`src/rtl/dmem_vector_reader.sv`:
```
// Load-side reader for the data memory: issues 1 or 6 sequential word reads to a
// 1-cycle-latency RAM port and returns the packed lanes over a valid/ready handshake.
module dmem_vector_reader #(
   parameter int S    = 32,
   parameter int V    = 192,
   parameter int SIZE = 30000
) (
   input  logic         clk,
   input  logic         reset,
   input  logic         req_valid,
   output logic         req_ready,
   input  logic         req_isVector,
   input  logic [S-1:0] req_address,
   output logic         mem_re,
   output logic [S-1:0] mem_addr,
   input  logic [S-1:0] mem_rdata,
   output logic         resp_valid,
   input  logic         resp_ready,
   output logic [V-1:0] resp_data,
   output logic         resp_err
);

   localparam int LANES = V / S;
   localparam int KW    = $clog2(LANES);

   // FLUSH is the cycle the RAM samples the last address; DRAIN captures its data.
   typedef enum logic [2:0] {IDLE, ISSUE, FLUSH, DRAIN, RESP} state_t;

   state_t          state_r, state_nxt_s;
   logic [S-1:0]    base_r, base_nxt_s;
   logic [KW-1:0]   last_r, last_nxt_s;
   logic [KW-1:0]   k_r, k_nxt_s;
   logic            mem_re_r, mem_re_nxt_s;
   logic [S-1:0]    mem_addr_r, mem_addr_nxt_s;
   logic [KW-1:0]   lane_r, lane_nxt_s;
   logic            rd_pend_r, rd_pend_nxt_s;
   logic [KW-1:0]   rd_lane_r, rd_lane_nxt_s;
   logic [V-1:0]    data_r, data_nxt_s;
   logic            err_r, err_nxt_s;
   logic            req_ready_r, req_ready_nxt_s;
   logic            resp_valid_r, resp_valid_nxt_s;

   // Carry out of S bits lands in the top bit and is therefore out of range.
   logic [S:0]      addr_ext_s;
   logic            in_range_s;

   assign addr_ext_s = {1'b0, base_r} + {{(S+1-KW){1'b0}}, k_r};
   assign in_range_s = (addr_ext_s < (S+1)'(SIZE));

   assign req_ready  = req_ready_r;
   assign mem_re     = mem_re_r;
   assign mem_addr   = mem_addr_r;
   assign resp_valid = resp_valid_r;
   assign resp_data  = data_r;
   assign resp_err   = err_r;

   // Next-state and next-register computation for the whole reader.
   always_comb begin
      state_nxt_s      = state_r;
      base_nxt_s       = base_r;
      last_nxt_s       = last_r;
      k_nxt_s          = k_r;
      mem_re_nxt_s     = 1'b0;
      mem_addr_nxt_s   = mem_addr_r;
      lane_nxt_s       = lane_r;
      rd_pend_nxt_s    = mem_re_r;
      rd_lane_nxt_s    = lane_r;
      data_nxt_s       = data_r;
      err_nxt_s        = err_r;
      req_ready_nxt_s  = req_ready_r;
      resp_valid_nxt_s = resp_valid_r;

      if (rd_pend_r) begin
         data_nxt_s[int'(rd_lane_r)*S +: S] = mem_rdata;
      end else begin
         data_nxt_s = data_r;
      end

      case (state_r)
         IDLE: begin
            if (req_valid && req_ready_r) begin
               base_nxt_s      = req_address;
               last_nxt_s      = req_isVector ? KW'(LANES-1) : {KW{1'b0}};
               k_nxt_s         = {KW{1'b0}};
               data_nxt_s      = {V{1'b0}};
               err_nxt_s       = 1'b0;
               req_ready_nxt_s = 1'b0;
               state_nxt_s     = ISSUE;
            end else begin
               state_nxt_s = IDLE;
            end
         end
         ISSUE: begin
            mem_re_nxt_s   = in_range_s;
            mem_addr_nxt_s = addr_ext_s[S-1:0];
            lane_nxt_s     = k_r;
            err_nxt_s      = err_r | ~in_range_s;
            if (k_r == last_r) begin
               state_nxt_s = FLUSH;
            end else begin
               k_nxt_s = k_r + KW'(1);
            end
         end
         FLUSH: begin
            state_nxt_s = DRAIN;
         end
         DRAIN: begin
            resp_valid_nxt_s = 1'b1;
            state_nxt_s      = RESP;
         end
         RESP: begin
            if (resp_ready) begin
               resp_valid_nxt_s = 1'b0;
               req_ready_nxt_s  = 1'b1;
               state_nxt_s      = IDLE;
            end else begin
               state_nxt_s = RESP;
            end
         end
         default: begin
            resp_valid_nxt_s = 1'b0;
            req_ready_nxt_s  = 1'b1;
            state_nxt_s      = IDLE;
         end
      endcase
   end

   // State and datapath registers; reset also drops any read still in flight.
   always_ff @(posedge clk or posedge reset) begin
      if (reset) begin
         state_r      <= IDLE;
         base_r       <= {S{1'b0}};
         last_r       <= {KW{1'b0}};
         k_r          <= {KW{1'b0}};
         mem_re_r     <= 1'b0;
         mem_addr_r   <= {S{1'b0}};
         lane_r       <= {KW{1'b0}};
         rd_pend_r    <= 1'b0;
         rd_lane_r    <= {KW{1'b0}};
         data_r       <= {V{1'b0}};
         err_r        <= 1'b0;
         req_ready_r  <= 1'b1;
         resp_valid_r <= 1'b0;
      end else begin
         state_r      <= state_nxt_s;
         base_r       <= base_nxt_s;
         last_r       <= last_nxt_s;
         k_r          <= k_nxt_s;
         mem_re_r     <= mem_re_nxt_s;
         mem_addr_r   <= mem_addr_nxt_s;
         lane_r       <= lane_nxt_s;
         rd_pend_r    <= rd_pend_nxt_s;
         rd_lane_r    <= rd_lane_nxt_s;
         data_r       <= data_nxt_s;
         err_r        <= err_nxt_s;
         req_ready_r  <= req_ready_nxt_s;
         resp_valid_r <= resp_valid_nxt_s;
      end
   end

endmodule

```
`config.mk`:
```
export PLATFORM = sky130hd
export DESIGN_NAME = dmem_vector_reader
export DESIGN_NICKNAME = d
export VERILOG_FILES = /design/src/rtl/dmem_vector_reader.sv
export SDC_FILE = /design/constraint.sdc
export NUM_CORES = 1
export LEC_CHECK = 0
export BUFFER_PORTS_ARGS = -buffer_cell sky130_fd_sc_hd__clkbuf_2
export CAP_MARGIN = 20
export CORE_MARGIN = 2
export CORE_UTILIZATION = 25
export CTS_CLUSTER_SIZE = 25
export DETAILED_ROUTE_END_ITERATION = 8
export PLACE_DENSITY_LB_ADDON = 0.15
export SYNTH_ARGS = -nofsm -noshare
export SYNTH_HDL_FRONTEND = slang
export SYNTH_SLANG_ARGS = --single-unit
```
`constraint.sdc`:
```
create_clock -name clk -period 8.1 [get_ports clk]
set_input_delay 1.215 -clock clk [delete_from_list [all_inputs] [get_ports clk]]
set_output_delay 1.215 -clock clk [all_outputs]
set_load 0.02 [all_outputs]
```
==> impl_metrics.json <==
{
  "timing.hold.ws_ns": 0.370,
  "min-delay-start": "lane_r[1]",
  "period_needed_ns": 3.22,
  "clk_latency_ns": 0.55,
  "cts.repair.resized": 0,
  "fmax_mhz": 311,
  "cts.sinks": 274,
  "ys_seq_area_share_pct": 56.2,
  "synthTopCellsByArea": "dfrtp_1 56%, nand2_1 17%, a21oi_1 8.2%",
  "slew_violations": 0,
  "htree_levels": 2,
  "drtIter0Drc": 748,
  "max_stage_delay_ns": 0.51,
  "cp.required_ns": 8.50,
  "cp_num_buf_inv": 0,
  "leakage_nw": 7.27,
  "worst_slew_pin_slew_ns": 1.05,
  "crit_arrival_ns": 3.62,
  "critical_path_class": "flop to flop",
  "r2r-start": "k_r[0]",
  "outcome": "completed",
  "cts_buffers": 36,
  "netlist.area_leader.share_pct": 56.0,
  "slew-limit-headroom_pct": 29.9,
  "clockBufferDepth": 3,
  "hpwl_mm": 28.2,
  "track_usage_pct": 16.9,
  "fp.dieArea_um2": 50600,
  "crit_path_start_kind": "flop",
  "nNetsFinal": 1724,
  "synthCells": 1394,
  "dpl_cell_area_um2": 14200,
  "synth.cell_area_um2": 12200,
  "finalPower_mw": 6.19,
  "syn_area_per_cell_um2": 8.75,
  "hold_end": "rd_lane_r[1]",
  "synth_nets": 1470,
  "clk_pin_slew_ns": 0.05,
  "cts_hold_buffers": 0,
  "period_share_pct": 39.7,
  "ant_nets": 0,
  "synth_seq_cells": 274,
  "rsz0062_at_grt": "false",
  "grt_pass1_vias": 10500,
  "chipHeight_um": 225,
  "ir_worst_vdd_uv": 146,
  "yosysTopAreaCell": "dfrtp_1",
  "cts_root_buf": "clkbuf_16",
  "worstSetupEndpointType": "flop",
  "r2r_slack_ns": 4.88,
  "postCtsSetupRepairBufs": 0,
  "finalSetupViolCount": 0,
  "tns_ns": 0,
  "synthTopCellsByCount": "545 x nand2_1, 273 x dfrtp_1, 201 x a21oi_1",
  "viasPerCell": 4.60,
  "post-route-util_pct": 32.1,
  "cts_tree": "built",
  "dr.pass1.iters": 5,
  "worst_r2r_endpoint": "resp_err",
  "wl_mm": 43.0,
  "stdcell_area_um2": 15400,
  "area_growth_pct": 26.3,
  "io_buffers": 296,
  "overflow": 0,
  "core_um2": 47900,
  "hold_path.class": "flop to flop",
  "p_per_area_nw_per_um2": 402,
  "path_delay_family": "compound AO/OA/AOI/OAI gates",
  "path_cells": "ha_1 > fa_1 > a21oi_2 > nor3b_1 > o21a_1 > o41ai_1 > a211oi_1 > nor4bb_1 > a21oi_1",
  "grt_antenna_before_repair": 0,
  "skew_ns": 0.0224,
  "gp_congestion": 0.759,
  "yosys.cell_count.top_type": "nand2_1",
  "cap_viol_max_count": 0,
  "wl_per_cell_um": 18.8,
  "grt_max_degree": 194,
  "whs_path_depth": 0,
  "worst_path_max_delay_cell": "a21oi_2",
  "ys_warn_count": 0,
  "synth-edff-count": 0,
  "hold_violations": 0,
  "ys.flop_type": "dfrtp_1",
  "worst-path-max-fanout": 9,
  "synth_cell_type_count": 60,
  "io_pins": 297,
  "drc": 0,
  "start_util_pct": 25.4,
  "drive_gt1_share_pct": 23.4,
  "row_count": 80,
  "rr_worst_depth": 9,
  "path_depth": 9,
  "diodes": 0,
  "vias": 10500,
  "dieWidth_um": 225,
  "synthArstFlopShare_pct": 100,
  "grt_pass1_wl_mm": 65.4
}
==> routing by layer <==
metal	GRT usage, %	share of wire (%)	routed length [um]
met2	26.4	45	19500
met4	4.68	2.3	978
met3	4.40	6.7	2890
met5	0	0	0
met1	23.0	46	19600
==> stage by stage <==
step / cells / setup slack [ns]
after floorplan: 1394 / 3.26
after CTS: 2287 / 4.91
after detailed placement: 2224 / 4.76
final: 2288 / 4.88
after global placement: 2223 / 4.69
after global routing: 2288 / 4.64
==> report_power, final <==
group	total, mW	internal, mW	switching [mW]
Sequential	2.36	1.92	0.438
Clock	1.56	0.943	0.619
Combinational	2.26	0.747	1.52
==> layout by cell type, fill, tap and decap left out, types with 3 or more instances in the layout <==
master	synthesis	layout
o21ai_0	35	35
and2_1	5	4
inv_1	10	9
clkbuf_8	0	4
clkinv_2	0	3
clkbuf_1	82	13
mux2i_1	5	5
o31ai_1	3	3
and3_1	6	6
xor2_1	14	14
a41oi_1	3	3
clkbuf_2	0	296
or3_1	7	5
nor2b_1	37	37
buf_4	3	13
nand2_1	545	545
dfrtp_1	273	273
clkbuf_16	0	37
nand4_1	10	10
ha_1	6	5
nor3_2	3	6
nand3_1	21	21
o21a_1	3	3
a21oi_1	201	201
nor3_1	16	13
a21o_1	3	3
nor2_1	23	22
nor4b_1	3	3
xnor2_1	18	18
==> kinds of logic (layout without fill, tap and decap cells) <==
| kind of cell | Yosys count | count (layout) | synth area share (%) |
|---|---|---|---|
| adders and majority gates | 7 | 7 | 0.780 |
| buffers and inverters | 107 | 386 | 3.49 |
| muxes | 6 | 6 | 0.503 |
| DFF | 274 | 274 | 56.2 |
| xor gates and xnor gates | 32 | 32 | 2.30 |
| and+or+nand+nor | 701 | 701 | 25.0 |
| AOI/OAI and AO/OA | 267 | 267 | 11.7 |
==> area by class of cell <==
class	instances	area [um^2]
Tap cell	615	769
Fill cell	5167	32500
Clock inverter	9	110
Inverter	10	41.3
Multi-Input combinational cell	1013	4950
Timing Repair Buffer	313	1640
Sequential cell	274	6860
Clock buffer	54	1030
==> worst max path at each step <==
stage                       startpoint        endpoint  slack, ns
after floorplan                  reset       base_r[0]       3.26
after global placement    rd_lane_r[0]  resp_data[186]       4.69
after detailed placement     req_valid   resp_data[39]       4.76
after CTS                       k_r[0]        resp_err       4.91
after global routing            k_r[0]        resp_err       4.64
final                           k_r[0]        resp_err       4.88
==> sequential cells by signal (all words and copies together), names as in the netlist, 3 cells and up <==
signal / flops
rd_lane_r: 3
mem_addr: 32
lane_r: 3
state_r: 3
k_r: 3
base_r: 32
resp_data: 192
No activity file was read; power rests on OpenSTA's default activity.
